===== src/rtl/fetch_unit.sv =====
// ---------------------------------------------------------------------------
// fetch_unit -- instruction fetch / program-counter stage.
//
// Holds the fetch PC and fetches one word at a time from instruction memory
// over a req/ack handshake. Each fetched word is presented to decode as a
// registered instruction. Redirects from execute (relative or absolute)
// retarget the fetch PC. A request that is still waiting for its ack when a
// redirect arrives is drained: it stays up at its old address, and the word
// it returns is thrown away.
//
// Ports:
//   clock                   rising-edge clock
//   reset                   asynchronous, active-low reset
//   pcchange[8:0]           signed relative redirect offset
//   pcjumpenable[2:0]       redirect code (1,4 relative; 2,3 absolute)
//   pclocation[5:0]         absolute redirect target, zero-extended
//   stall                   downstream cannot take a new instruction
//   imem_req                fetch request, held until imem_ack
//   imem_addr               fetch address, stable while imem_req is high
//   imem_ack                memory returns imem_data this cycle
//   imem_data               fetched word
//   instruction             registered instruction to decode
//   instruction_valid       instruction is live
//   programcounter          next fetch address
//   previous_programcounter address of the presented instruction
// ---------------------------------------------------------------------------
module fetch_unit #(
    parameter int                  PC_WIDTH     = 20,
    parameter int                  INSTR_WIDTH  = 32,
    parameter logic [PC_WIDTH-1:0] RESET_VECTOR = '0
) (
    input  logic                   clock,
    input  logic                   reset,
    input  logic [8:0]             pcchange,
    input  logic [2:0]             pcjumpenable,
    input  logic [5:0]             pclocation,
    input  logic                   stall,
    output logic                   imem_req,
    output logic [PC_WIDTH-1:0]    imem_addr,
    input  logic                   imem_ack,
    input  logic [INSTR_WIDTH-1:0] imem_data,
    output logic [INSTR_WIDTH-1:0] instruction,
    output logic                   instruction_valid,
    output logic [PC_WIDTH-1:0]    programcounter,
    output logic [PC_WIDTH-1:0]    previous_programcounter
);

    typedef enum logic [1:0] {IDLE, REQ, HOLD, DRAIN} state_t;

    state_t state, state_nxt;

    logic [PC_WIDTH-1:0]    fetch_pc_p0;
    logic [PC_WIDTH-1:0]    drain_addr_p0;
    logic [INSTR_WIDTH-1:0] instr_p1;
    logic                   vld_p1;
    logic [PC_WIDTH-1:0]    pc_p1;

    logic                   redirect_hit;
    logic [PC_WIDTH-1:0]    redirect_pc;
    logic                   ack_take;

    // Relative redirects are based on the address of the presented
    // instruction, not on the fetch PC, and wrap modulo 2^PC_WIDTH.
    function automatic logic [PC_WIDTH-1:0] redirect_target(
        input logic [2:0]          code,
        input logic [PC_WIDTH-1:0] base,
        input logic signed [8:0]   rel,
        input logic [5:0]          abs_loc
    );
        logic signed [PC_WIDTH-1:0] rel_ext;
        rel_ext = {{(PC_WIDTH-9){rel[8]}}, rel};
        case (code)
            3'd1, 3'd4: redirect_target = base + $unsigned(rel_ext);
            3'd2, 3'd3: redirect_target = {{(PC_WIDTH-6){1'b0}}, abs_loc};
            default:    redirect_target = base;
        endcase
    endfunction

    // Codes 5-7 are treated as "no redirect".
    assign redirect_hit = (pcjumpenable != 3'd0) && (pcjumpenable <= 3'd4);
    assign redirect_pc  = redirect_target(pcjumpenable, pc_p1, pcchange, pclocation);
    assign ack_take     = imem_req && imem_ack;

    // ---- state register ----
    always_ff @(posedge clock or negedge reset) begin
        if (!reset) begin
            state <= IDLE;
        end else begin
            state <= state_nxt;
        end
    end

    // ---- next-state logic ----
    always_comb begin
        state_nxt = state;
        if (redirect_hit) begin
            // An un-acked request cannot be withdrawn, so it is drained.
            state_nxt = (imem_req && !imem_ack) ? DRAIN : REQ;
        end else begin
            case (state)
                IDLE:    state_nxt = REQ;
                REQ: begin
                    if (ack_take)
                        state_nxt = stall ? HOLD : REQ;
                    else if (!imem_req)
                        state_nxt = HOLD;
                end
                HOLD:    state_nxt = stall ? HOLD : REQ;
                DRAIN:   state_nxt = imem_ack ? REQ : DRAIN;
                default: state_nxt = IDLE;
            endcase
        end
    end

    // ---- output logic ----
    // A new request is not started while a live instruction is stalled.
    // Once a request is up without an ack, the presented instruction is
    // either consumed or already invalid, so the request stays up.
    always_comb begin
        imem_req  = 1'b0;
        imem_addr = fetch_pc_p0;
        case (state)
            REQ:     imem_req = !(vld_p1 && stall);
            DRAIN: begin
                imem_req  = 1'b1;
                imem_addr = drain_addr_p0;
            end
            default: imem_req = 1'b0;
        endcase
    end

    // ---- fetch (p0) -> decode-facing (p1) registers ----
    always_ff @(posedge clock or negedge reset) begin
        if (!reset) begin
            fetch_pc_p0   <= RESET_VECTOR;
            drain_addr_p0 <= RESET_VECTOR;
            instr_p1      <= '0;
            vld_p1        <= 1'b0;
            pc_p1         <= '0;
        end else if (redirect_hit) begin
            fetch_pc_p0 <= redirect_pc;
            vld_p1      <= 1'b0;
            if (imem_req && !imem_ack)
                drain_addr_p0 <= imem_addr;
        end else begin
            case (state)
                REQ: begin
                    if (ack_take) begin
                        instr_p1    <= imem_data;
                        vld_p1      <= 1'b1;
                        pc_p1       <= fetch_pc_p0;
                        fetch_pc_p0 <= fetch_pc_p0 + {{(PC_WIDTH-1){1'b0}}, 1'b1};
                    end else if (!stall) begin
                        // Presented instruction was consumed; nothing new yet.
                        vld_p1 <= 1'b0;
                    end
                end
                HOLD: begin
                    if (!stall)
                        vld_p1 <= 1'b0;
                end
                default: ;
            endcase
        end
    end

    assign instruction             = instr_p1;
    assign instruction_valid       = vld_p1;
    assign programcounter          = fetch_pc_p0;
    assign previous_programcounter = pc_p1;

endmodule


===== config.mk =====
export PLATFORM = sky130hd
export DESIGN_NAME = fetch_unit
export DESIGN_NICKNAME = d
export VERILOG_FILES = /design/src/rtl/fetch_unit.sv
export SDC_FILE = /design/constraint.sdc
export NUM_CORES = 1
export LEC_CHECK = 0
export ABC_CLOCK_PERIOD_IN_PS = 3700
export CAP_MARGIN = 30
export CORE_ASPECT_RATIO = 0.7
export CORE_MARGIN = 2
export CORE_UTILIZATION = 53
export DETAILED_ROUTE_END_ITERATION = 10
export HOLD_SLACK_MARGIN = 0.06
export PLACE_DENSITY = 0.86
export RECOVER_POWER = 50
export SYNTH_ARGS = -nofsm -noshare
export SYNTH_HDL_FRONTEND = slang
export SYNTH_SLANG_ARGS = --single-unit

===== constraint.sdc =====
create_clock -name clock -period 3.7 [get_ports clock]
set_input_delay 0.37 -clock clock [delete_from_list [all_inputs] [get_ports clock]]
set_output_delay 0.37 -clock clock [all_outputs]
set_load 0.05 [all_outputs]

# After elaboration in Yosys (flattened, before gate mapping)
# Cells that the tools add are included.
dict set report word_totals {
  in_bits 54
  output_inout_bits 94
  wordCells 51
  reg_bits 95
}
dict set report classes {
  bitwise 1
  add_sub_neg 2
  reduce_logical 16
  order_cmp 1
  n_mux 17
  n_eq_ne 8
}
# op n
set ops {}
lappend ops {{20-bit 2-to-1 mux} 4}
lappend ops {{20-bit case mux with 2 select lines} 1}
lappend ops {{20-bit by 1-bit adder with 20-bit output, second input constant} 1}
lappend ops {{20-bit adder} 1}
lappend ops {{2-bit 2-to-1 mux} 6}
lappend ops {{2-bit case mux with 4 select lines} 1}
lappend ops {{3-bit by 2-bit equality test with 1-bit output, second input constant} 2}
lappend ops {{3-bit nonzero test} 2}
lappend ops {{2-bit equality test, second input constant} 2}
lappend ops {{1-bit logical AND} 4}
lappend ops {{4-bit inequality test, second input constant} 1}
lappend ops {{1-bit case mux with 2 select lines} 2}
lappend ops {{2-bit AND reduction} 2}
lappend ops {{2-bit nonzero test} 2}
lappend ops {{2-bit OR reduction} 2}
lappend ops {{3-bit by 1-bit equality test with 1-bit output, second input constant} 1}
lappend ops {{3-bit equality test, second input constant} 1}
lappend ops {{3-bit less-or-equal comparator, second input constant} 1}
lappend ops {{1-bit 2-to-1 mux} 3}
lappend ops {{3-bit AND reduction} 1}
lappend ops {{2-bit by 1-bit equality test with 1-bit output, second input constant} 1}
lappend ops {{1-bit logical NOT} 2}
lappend ops {{2-bit logical NOT} 1}
lappend ops {{1-bit inverter} 1}

# Logic depth before layout (Yosys ltp)
# Gate-level depths: netlist of run 1.
dict set report logic_depth {
  word_depth 7
  mapped_depth 8
}

# Least setup slack after synthesis of run 1
# OpenSTA, ideal clock, no wires.
dict set report synth_timing {
  kind {register -> register}
  start {register pc_p1[0] (netlist: previous_programcounter[0])}
  end {register fetch_pc_p0[10] (netlist: programcounter[10])}
  path_slack_ps 1117
  synth_period_minus_slack_ps 2583
  stages_incl_launch_ff 9
  arrival_ps 2463
  path_cell_list {dfrtp_1 -> ha_1 -> fa_1 -> a21o_1 -> a221oi_2 -> a211oi_1 -> or3_1 -> a32oi_1 -> nor2_1}
}
dict set report synth_between {
  elab_chain_len 3
}
# element line
set synth_lines {}
lappend synth_lines {{from (decl)} 56} ;# logic [PC_WIDTH-1:0] pc_p1;
lappend synth_lines {{from (signal assigned)} 151} ;# pc_p1 <= fetch_pc_p0;
lappend synth_lines {{20-bit adder} 73} ;# 3'd1, 3'd4: redirect_target = base + $unsigned(rel_ext);
lappend synth_lines {{20-bit case mux with 2 select lines} 72} ;# case (code)
lappend synth_lines {{20-bit 2-to-1 mux} 140} ;# end else if (redirect_hit) begin
lappend synth_lines {{to (signal assigned)} 141} ;# fetch_pc_p0 <= redirect_pc;
lappend synth_lines {{to (signal assigned)} 152} ;# fetch_pc_p0 <= fetch_pc_p0 + {{(PC_WIDTH-1){1'b0}}, 1'b1};
lappend synth_lines {{to (decl)} 52} ;# logic [PC_WIDTH-1:0] fetch_pc_p0;
# Every way passes these cells.
# A chain may end at the register's enable or synchronous reset.

# Worst setup path after layout of run 1
dict set report layout_timing {
  start {register state[0]}
  end {output port imem_addr[7]}
}
dict set report layout_between {
  elab_chain_len 2
}
# element line
set layout_lines {}
lappend layout_lines {{from (decl)} 50} ;# state_t state, state_nxt;
lappend layout_lines {{from (signal assigned)} 89} ;# state <= state_nxt;
lappend layout_lines {{2-bit equality test} 122} ;# case (state)
lappend layout_lines {{20-bit 2-to-1 mux} 122}
lappend layout_lines {{to (decl)} 39} ;# output logic [PC_WIDTH-1:0] imem_addr,
# Every way passes these cells.

==> results of run 1 <==
## routing by layer
metal  vias to the layer above  part of all wire (%)  GRT usage (%)
met5                         -                     0              0
met2                       189                    46           41.5
met1                      2318                    45           37.2
li1                       2122                     -              -
met3                        16                   8.5           8.93
met4                         0                   1.1           6.41
## power breakdown
group	switching, mW	leakage (nW)	internal, mW
logic	2.86	1.89	1.70
clock network	0.404	0.156	0.593
registers	0.431	1.18	1.50
total	3.70	3.22	3.79
## state kept, by name, summed over array words and instances (netlist names)
signal,count
drain_addr_p0,20
instruction,32
instruction_valid,1
previous_programcounter,20
programcounter,20
state,2
## kinds of logic (layout without fill, tap and decap cells)
family | after synthesis | in the layout
compound gates | 116 | 116
xor+xnor | 28 | 28
fa+ha+maj | 21 | 21
buf+inv | 30 | 179
flops | 95 | 95
mux | 99 | 99
simple gates | 102 | 102
## path summary, 6_finish.rpt
| check | endpoint | slack, ns | cells after the start |
|---|---|---|---|
| setup / recovery | imem_addr[7] | 0.67 | 4 |
| hold / removal | instruction[1] | 0.50 | 1 |
| setup reg to reg | programcounter[12] | 1.07 | 8 |
| hold reg to reg | instruction[1] | 0.50 | 1 |
| max in group asynchronous | instruction[29] | 1.21 | 4 |
| min in group asynchronous | instruction[0] | 0.99 | 2 |
## final cells by class
type	count	area [um2]	share of cell area, %
timing repair buffer	156	1550	20.8
clock buffer	9	225	3.02
tap	132	165	2.22
clock inverter	6	91.3	1.23
inverter	8	30.0	0.403
multi-input combinational	366	3010	40.4
sequential	95	2380	31.9
## cells in the mapped netlist, drive strengths merged
| cell | number | share of area (%) |
|---|---|---|
| a22o | 3 | 0.47 |
| nor2b | 4 | 0.45 |
| inv | 8 | 0.54 |
| o31ai | 2 | 0.27 |
| o21ai | 20 | 1.8 |
| a32oi | 2 | 0.31 |
| nand2 | 27 | 1.8 |
| or2 | 1 | 0.11 |
| o2111a | 1 | 0.20 |
| a221oi | 2 | 0.43 |
| a41o | 1 | 0.18 |
| nand4 | 5 | 0.67 |
| mux2i | 7 | 1.3 |
| a21o | 8 | 1.1 |
| a221o | 1 | 0.18 |
| nor3 | 7 | 0.63 |
| and4 | 1 | 0.16 |
| and3 | 9 | 1.0 |
| o32ai | 2 | 0.31 |
| and2 | 2 | 0.27 |
| o211ai | 10 | 1.3 |
| xor2 | 15 | 2.7 |
| a31o | 1 | 0.16 |
| nor3b | 1 | 0.13 |
| fa | 1 | 0.36 |
| nor2 | 24 | 1.7 |
| clkbuf | 9 | 0.61 |
| a31oi | 3 | 0.34 |
| a22oi | 2 | 0.27 |
| xnor2 | 13 | 2.4 |
| nor4 | 4 | 0.45 |
| ha | 20 | 4.5 |
| mux2 | 92 | 20 |
| o21a | 10 | 1.3 |
| buf | 13 | 2.2 |
| or3 | 1 | 0.11 |
| dfrtp | 95 | 43 |
| nand3 | 10 | 0.90 |
| o22ai | 11 | 1.2 |
| a21oi | 26 | 2.3 |
| a211oi | 9 | 1.2 |
| nand2b | 6 | 0.67 |
| o21bai | 2 | 0.27 |
## stage by stage
| step | cell area (um2) | setup WS [ns] |
|---|---|---|
| 2_1_floorplan | 5570 | 1.12 |
| 3_3_place_gp | 7110 | 0.733 |
| 3_5_place_dp | 7130 | 0.627 |
| 4_1_cts | 7460 | 0.639 |
| 5_1_grt | 7450 | 0.567 |
| 6_report | 7450 | 0.669 |
==> run_results.csv, run 1 <==
group,metric,value,unit
critical_path,cpPeakStageDelay,0.72,ns
logic_synthesis,synthCells,491,
clocking,clock_path_buffers,2,
pwr,leakagePower,3.22,nW
critical_path,path_class,"flop to output pin",
detailed_routing,ant_nets,0,
logic_synthesis,ys_ff_latch,95,
clocking,cts.repair.resized,0,
pwr,fin_total_pwr,7.49,mW
critical_path,cp-start-kind,"flop",
logic_synthesis,synthAdderAreaFrac,4.85,%
sta,fmax,330,MHz
sta,hold_violations,0,
placed_design,gp_congestion,1.01,
sta,finalSetupTns,0,ns
grt,grt_pass1_wl,24700,um
cells_and_area,final_layout_size_suffix_gt1_share,18.9,%
clocking,cts.sinks,95,
die,die_h,89.8,um
clocking,post_cts_buffers,0,
run,max_cap_viol_count,1,
pwr,peakVddDrop,0.643,mV
sta,min_period,3.03,ns
die,initial_core_util,54.2,%
critical_path,crit_chain,"nand2_1 > buf_4 > mux2_2 > clkdlybuf4s50_1",
detailed_routing,dr.pass1.iters,5,
logic_synthesis,ys_seq_area_share,42.7,%
cells_and_area,stdcell_count,772,
logic_synthesis,synth_compound_area_share,13.7,%
grt,grtUsageTotal,27.0,%
sta,finalMaxSlewViolations,27,
detailed_routing,vias,4645,
die,core_region_area,10300,um2
logic_synthesis,yosys.area_share.simple,9.09,%
cells_and_area,insertedDiodeCount,0,
sta,hold-worst-slack,0.500,ns
worst_hold_path,holdCritPathClass,"flop to flop",
cells_and_area,layout_common_cells,"clkdlybuf4s50_1, dfrtp_1, mux2_2, dlygate4sd3_1, nand2_1",
cells_and_area,fill_cells,706,
detailed_routing,wl,15000,um
cells_and_area,nets,711,
sta,period_share,81.9,%
cells_and_area,fin_util,72.5,%
logic_synthesis,syn-cell-area,5570,um2
die,num_rows,31,
die,die_x,127,um
grt,antenna_found_initial,0,
critical_path,end_kind,"output pin",
clocking,cts_made_buffers,9,
critical_path,critPathLaunch,"state[0]",
placed_design,io_buffers,147,
status,violations,"capacitance limit, slew limit",
critical_path,cp_num_buf_inv,2,
status,outcome,"complete, but fails checks",
logic_synthesis,synth_top_family_by_area,"multiplexers",
die,io_pins,148,
clocking,clk_pin_slew,0.06,ns
clocking,cts_max_level,3,
cells_and_area,final_common_cell,"clkdlybuf4s50_1",
grt,grt_pass1_vias,4739,
logic_synthesis,yosys_warnings,0,
die,die_area,11400,um2
clocking,ctsHoldBuffers,1,
critical_path,crit_family,"buffers and inverters",
clocking,clockRootBuffer,"clkbuf_16",
sta,fin_skew,0.00646,ns
logic_synthesis,avgSynthCellArea,11.3,um2
critical_path,slowest_stage,"clkdlybuf4s50_1",
sta,slew_headroom,-10.8,%
grt,grt-ovfl-total,0,
detailed_routing,viasPerCell,6.02,
sta,setup_viol,0,
critical_path,crit_required,3.33,ns
critical_path,path_max_fanout,11,
placed_design,post-place-cells,756,
detailed_routing,route.detailed.drc,0,
clocking,tritoncts,"built",
worst_hold_path,hold_start,"instruction[1]",
placed_design,dpl.hpwl,10800,um
sta,worst_pin_slew,1.66,ns
cells_and_area,area_delta_synth_final,33.7,%
logic_synthesis,synth_fp_nets,566,
pwr,p_per_area,1010,nW/um2
clocking,clk_latency,0.34,ns
logic_synthesis,synthMuxAreaShare,21.2,%
detailed_routing,dr.first_iter.drc_count,219,
grt,grt_max_degree,54,
detailed_routing,wl_per_cell,19.4,um
critical_path,rr_startpoint,"previous_programcounter[0]",
sta,rsz0062_at_grt,"no",
logic_synthesis,synth_xor_area_share,5.08,%
critical_path,crit_arrival,2.66,ns
logic_synthesis,ys_types,52,
Note: power is estimated with default switching activity, not from simulation.
==> run 2, diff against run 1 <==
--- a/config.mk
+++ b/config.mk
@@ -5,14 +5,14 @@
 export SDC_FILE = /design/constraint.sdc
 export NUM_CORES = 1
 export LEC_CHECK = 0
-export ABC_CLOCK_PERIOD_IN_PS = 3700
+export ABC_CLOCK_PERIOD_IN_PS = 3100
 export CAP_MARGIN = 30
 export CORE_ASPECT_RATIO = 0.7
 export CORE_MARGIN = 2
-export CORE_UTILIZATION = 53
+export CORE_UTILIZATION = 49
 export DETAILED_ROUTE_END_ITERATION = 10
 export HOLD_SLACK_MARGIN = 0.06
-export PLACE_DENSITY = 0.86
+export PLACE_DENSITY = 0.81
 export RECOVER_POWER = 50
 export SYNTH_ARGS = -nofsm -noshare
 export SYNTH_HDL_FRONTEND = slang
==> constraint.sdc (replaced) <==
create_clock -name clock -period 3.1 [get_ports clock]
set_input_delay 0.31 -clock clock [delete_from_list [all_inputs] [get_ports clock]]
set_output_delay 0.31 -clock clock [all_outputs]
set_load 0.05 [all_outputs]
==> run_results.csv, run 2 (same netlist as run 1, synthesis figures left out) <==
group,metric,value,unit
detailed_routing,wl_per_cell,19.3,um
grt,grt_pass1_wl,25100,um
cells_and_area,insertedDiodeCount,0,
sta,fmax,375,MHz
sta,finalMaxSlewViolations,0,
critical_path,crit_arrival,2.35,ns
critical_path,rr_startpoint,"previous_programcounter[0]",
die,initial_core_util,50.4,%
clocking,clk_pin_slew,0.07,ns
clocking,clk_latency,0.34,ns
grt,antenna_found_initial,0,
cells_and_area,final_layout_size_suffix_gt1_share,20.3,%
placed_design,post-place-cells,787,
cells_and_area,stdcell_count,804,
critical_path,end_kind,"output pin",
detailed_routing,ant_nets,0,
clocking,cts_max_level,3,
detailed_routing,dr.first_iter.drc_count,277,
worst_hold_path,holdCritPathClass,"flop to flop",
pwr,peakVddDrop,0.762,mV
critical_path,critPathLaunch,"state[0]",
die,num_rows,32,
sta,fin_skew,0.00619,ns
detailed_routing,dr.pass1.iters,6,
sta,period_share,85.9,%
die,die_x,131,um
pwr,leakagePower,3.26,nW
pwr,fin_total_pwr,9.03,mW
cells_and_area,seq_area,2380,um2
sta,rsz0062_at_grt,"no",
die,die_h,93.2,um
detailed_routing,viasPerCell,5.80,
sta,finalSetupTns,0,ns
pwr,p_per_area,1190,nW/um2
cells_and_area,largest_reg_flops,32,
critical_path,crit_chain,"nand2_1 > buf_4 > mux2_2 > clkdlybuf4s50_1",
cells_and_area,final_common_cell,"clkdlybuf4s50_1",
critical_path,path_max_fanout,20,
clocking,cts.repair.resized,0,
critical_path,path_class,"flop to output pin",
sta,worst_pin_slew,1.48,ns
clocking,clock_path_buffers,2,
cells_and_area,area_delta_synth_final,35.6,%
placed_design,gp_congestion,0.989,
status,outcome,"finished clean",
critical_path,crit_required,2.79,ns
grt,grt_max_degree,57,
sta,hold-worst-slack,0.500,ns
die,die_area,12300,um2
cells_and_area,multiInputGateArea,3010,um2
cells_and_area,layout_common_cells,"clkdlybuf4s50_1, dfrtp_1, mux2_2, dlygate4sd3_1, nand2_1",
worst_hold_path,hold_start,"instruction[0]",
critical_path,cpPeakStageDelay,0.72,ns
detailed_routing,route.detailed.drc,0,
die,core_region_area,11100,um2
clocking,clockRootBuffer,"clkbuf_16",
cells_and_area,nets,721,
critical_path,cp-start-kind,"flop",
sta,setup_viol,0,
die,io_pins,148,
placed_design,io_buffers,147,
grt,grt_pass1_vias,4858,
run,max_cap_viol_count,0,
critical_path,slowest_stage,"clkdlybuf4s50_1",
clocking,cts_made_buffers,9,
clocking,cts.sinks,95,
detailed_routing,vias,4661,
sta,min_period,2.66,ns
grt,grtUsageTotal,25.8,%
cells_and_area,fill_cells,835,
grt,grt-ovfl-total,0,
sta,hold_violations,0,
clocking,tritoncts,"built",
placed_design,dpl.hpwl,11300,um
detailed_routing,wl,15500,um
sta,slew_headroom,1.16,%
-- run 2: layer usage --
metal / wire, um / vias up / track usage [%]
met5: 0 / - / 0
met4: 148 / 0 / 6.61
met3: 1480 / 13 / 8.62
met2: 7040 / 204 / 41.3
met1: 6860 / 2319 / 34.0
li1: - / 2125 / -
-- run 2: final cells by class --
type	instances	area share [%]
clock buffers	9	2.98
multi-input cells	366	39.9
inverters	8	0.397
well taps	153	2.53
clock inverters	7	1.26
repair buffers	166	21.5
flip-flops and latches	95	31.5
-- run 2: path summary, 6_finish.rpt --
path                       slack (ns)  cells after the start                  to
hold reg to reg                  0.50                      1      instruction[0]
setup reg to reg                 0.55                      9  programcounter[12]
min in group asynchronous        0.86                      2      instruction[0]
max in group asynchronous        1.36                      3    drain_addr_p0[7]
setup / recovery                 0.44                      4        imem_addr[4]
hold / removal                   0.50                      1      instruction[0]
-- run 2: per-stage QoR --
stage | cell area [um2] | worst slack (ns) | util [%]
3_3_place_gp | 7240 | 0.358 | 65.5
6_report | 7560 | 0.437 | 68.4
2_1_floorplan | 5570 | 0.517 | -
5_1_grt | 7560 | 0.339 | 68.4
3_5_place_dp | 7240 | 0.218 | 65.5
4_1_cts | 7570 | 0.424 | 68.5
-- run 2: critical path, delay by kind of cell, from the launching register on --
family / cells / cell delay (ns)
buf+inv: 2 / 1.01
flops: 1 / 0.48
mux: 1 / 0.39
simple gates: 1 / 0.11
-- run 2: where the power goes --
part	internal, mW	switching [mW]	leakage [nW]
logic	2.09	3.43	1.93
clock network	0.652	0.536	0.157
registers	1.78	0.541	1.18
total	4.52	4.50	3.26
-- run 2: timing repair --
action,CTS,global route
hold buffers,1,0
hold endpoints to repair,9,0
setup buffers,0,0
==> run 3, diff against run 2 <==
--- a/config.mk
+++ b/config.mk
@@ -14,6 +14,7 @@
 export HOLD_SLACK_MARGIN = 0.06
 export PLACE_DENSITY = 0.81
 export RECOVER_POWER = 50
+export REMOVE_ABC_BUFFERS = 1
 export SYNTH_ARGS = -nofsm -noshare
 export SYNTH_HDL_FRONTEND = slang
 export SYNTH_SLANG_ARGS = --single-unit
==> run_results.csv, run 3 (same netlist as run 1, synthesis figures left out) <==
group,metric,value,unit
status,outcome,"complete, but fails checks",
status,violations,"capacitance limit, slew limit",
placed_design,dpl.hpwl,11200,um
critical_path,crit_arrival,2.36,ns
cells_and_area,insertedDiodeCount,0,
detailed_routing,dr.first_iter.drc_count,284,
cells_and_area,nets,719,
grt,grt-busiest-layer,"met2",
sta,hold-worst-slack,0.340,ns
sta,setup_slack,0.434,ns
die,die_h,93.2,um
placed_design,place_ws,0.164,ns
cells_and_area,final_layout_size_suffix_gt1_share,19.6,%
sta,rsz0062_at_grt,"no",
die,die_x,131,um
sta,finalMaxSlewViolations,62,
clocking,cts.sinks,95,
clocking,clockRootBuffer,"clkbuf_16",
grt,grt_use_met2,39.6,%
placed_design,gp_congestion,0.940,
grt,grt_max_degree,62,
placed_design,place_area,7230,um2
grt,use_met3,7.21,%
critical_path,path_class,"flop to output pin",
critical_path,end_kind,"output pin",
cells_and_area,final_common_cell,"clkdlybuf4s50_1",
cells_and_area,finalInstanceArea,7490,um2
cells_and_area,fin_util,67.8,%
clocking,cts_max_level,3,
detailed_routing,vias,4594,
critical_path,path_max_fanout,20,
detailed_routing,wl,15100,um
sta,hold_violations,0,
sta,fin_skew,0.00801,ns
run,max_cap_viol_count,1,
detailed_routing,viasPerCell,5.74,
clocking,ctsHoldBuffers,0,
sta,setup_viol,0,
detailed_routing,dr.pass1.iters,5,
cells_and_area,layout_common_cells,"clkdlybuf4s50_1, dfrtp_1, mux2_2, dlygate4sd3_1, nand2_1",
detailed_routing,wl_per_cell,18.8,um
clocking,clk_pin_slew,0.06,ns
grt,grt_pass1_wl,24400,um
detailed_routing,ant_nets,0,
critical_path,crit_family,"buffers and inverters",
die,core_region_area,11100,um2
clocking,cts_made_buffers,9,
grt,antenna_found_initial,0,
critical_path,cpPeakStageDelay,0.73,ns
pwr,peakVddDrop,0.660,mV
clocking,clock_path_buffers,2,
die,initial_core_util,50.4,%
cells_and_area,area_delta_synth_final,34.4,%
clocking,cts.repair.resized,0,
critical_path,crit_cells,4,
grt,grtUsageTotal,25.3,%
cells_and_area,largest_reg_flops,32,
clocking,post_cts_buffers,0,
sta,period_share,86.0,%
sta,fmax,375,MHz
grt,grtUsageMet1,35.1,%
detailed_routing,route.detailed.drc,0,
critical_path,cp_num_buf_inv,2,
pwr,p_per_area,1190,nW/um2
critical_path,crit_required,2.79,ns
pwr,fin_total_pwr,8.89,mW
die,io_pins,148,
critical_path,crit_chain,"nand2_1 > buf_4 > mux2_2 > clkdlybuf4s50_1",
clocking,tritoncts,"built",
critical_path,rr_worst_depth,8,
pwr,leakagePower,3.23,nW
placed_design,io_buffers,147,
clocking,clk_latency,0.34,ns
sta,worst_pin_slew,1.53,ns
critical_path,slowest_stage,"clkdlybuf4s50_1",
sta,min_period,2.67,ns
sta,finalSetupTns,0,ns
placed_design,post-place-cells,786,
worst_hold_path,holdCritPathClass,"primary input to asynchronous set/reset pin",
sta,slew_headroom,-1.85,%
die,die_area,12300,um2
critical_path,cp-start-kind,"flop",
grt,grt_pass1_vias,4615,
cells_and_area,stdcell_count,800,
die,num_rows,32,
grt,grt-ovfl-total,0,
run 3: layout make-up:
cell class                      count  area, um2
Multi-Input combinational cell    366       3010
Tap cell                          153        191
Fill cell                         884       3560
Clock buffer                       12        256
Timing Repair Buffer              164       1600
Inverter                            8       30.0
Sequential cell                    95       2380
Clock inverter                      2       17.5
run 3: layer usage:
| layer | vias up | wire length [um] |
|---|---|---|
| met3 | 18 | 1450 |
| met4 | 0 | 166 |
| met1 | 2223 | 6760 |
| li1 | 2118 | - |
| met5 | - | 0 |
| met2 | 235 | 6690 |
run 3: where the power goes:
| part | total (mW) | switching [mW] | internal, mW |
|---|---|---|---|
| clock | 1.03 | 0.444 | 0.582 |
| sequential | 2.33 | 0.545 | 1.79 |
| combinational | 5.53 | 3.45 | 2.08 |
| total | 8.89 | 4.44 | 4.44 |
run 3: path summary, 6_finish.rpt:
| check | start | end | slack, ns |
|---|---|---|---|
| max in group asynchronous | reset | instruction[24] | 1.06 |
| worst max-delay path | state[0] | imem_addr[13] | 0.43 |
| min in group clock | instruction[3] | instruction[3] | 0.50 |
| worst min register to register | instruction[3] | instruction[3] | 0.50 |
| worst max register to register | previous_programcounter[0] | programcounter[10] | 0.50 |
| worst min-delay path | reset | instruction[31] | 0.34 |
run 3: worst register-to-register path, stage by stage (launching register included):
cell and delay (ns):
dfrtp_1 0.40, ha_1 0.25, fa_1 0.43, a21o_1 0.20, a221oi_2 0.45, a211oi_1 0.15, or3_1 0.33, a32oi_1 0.22
nor2_1 0.06
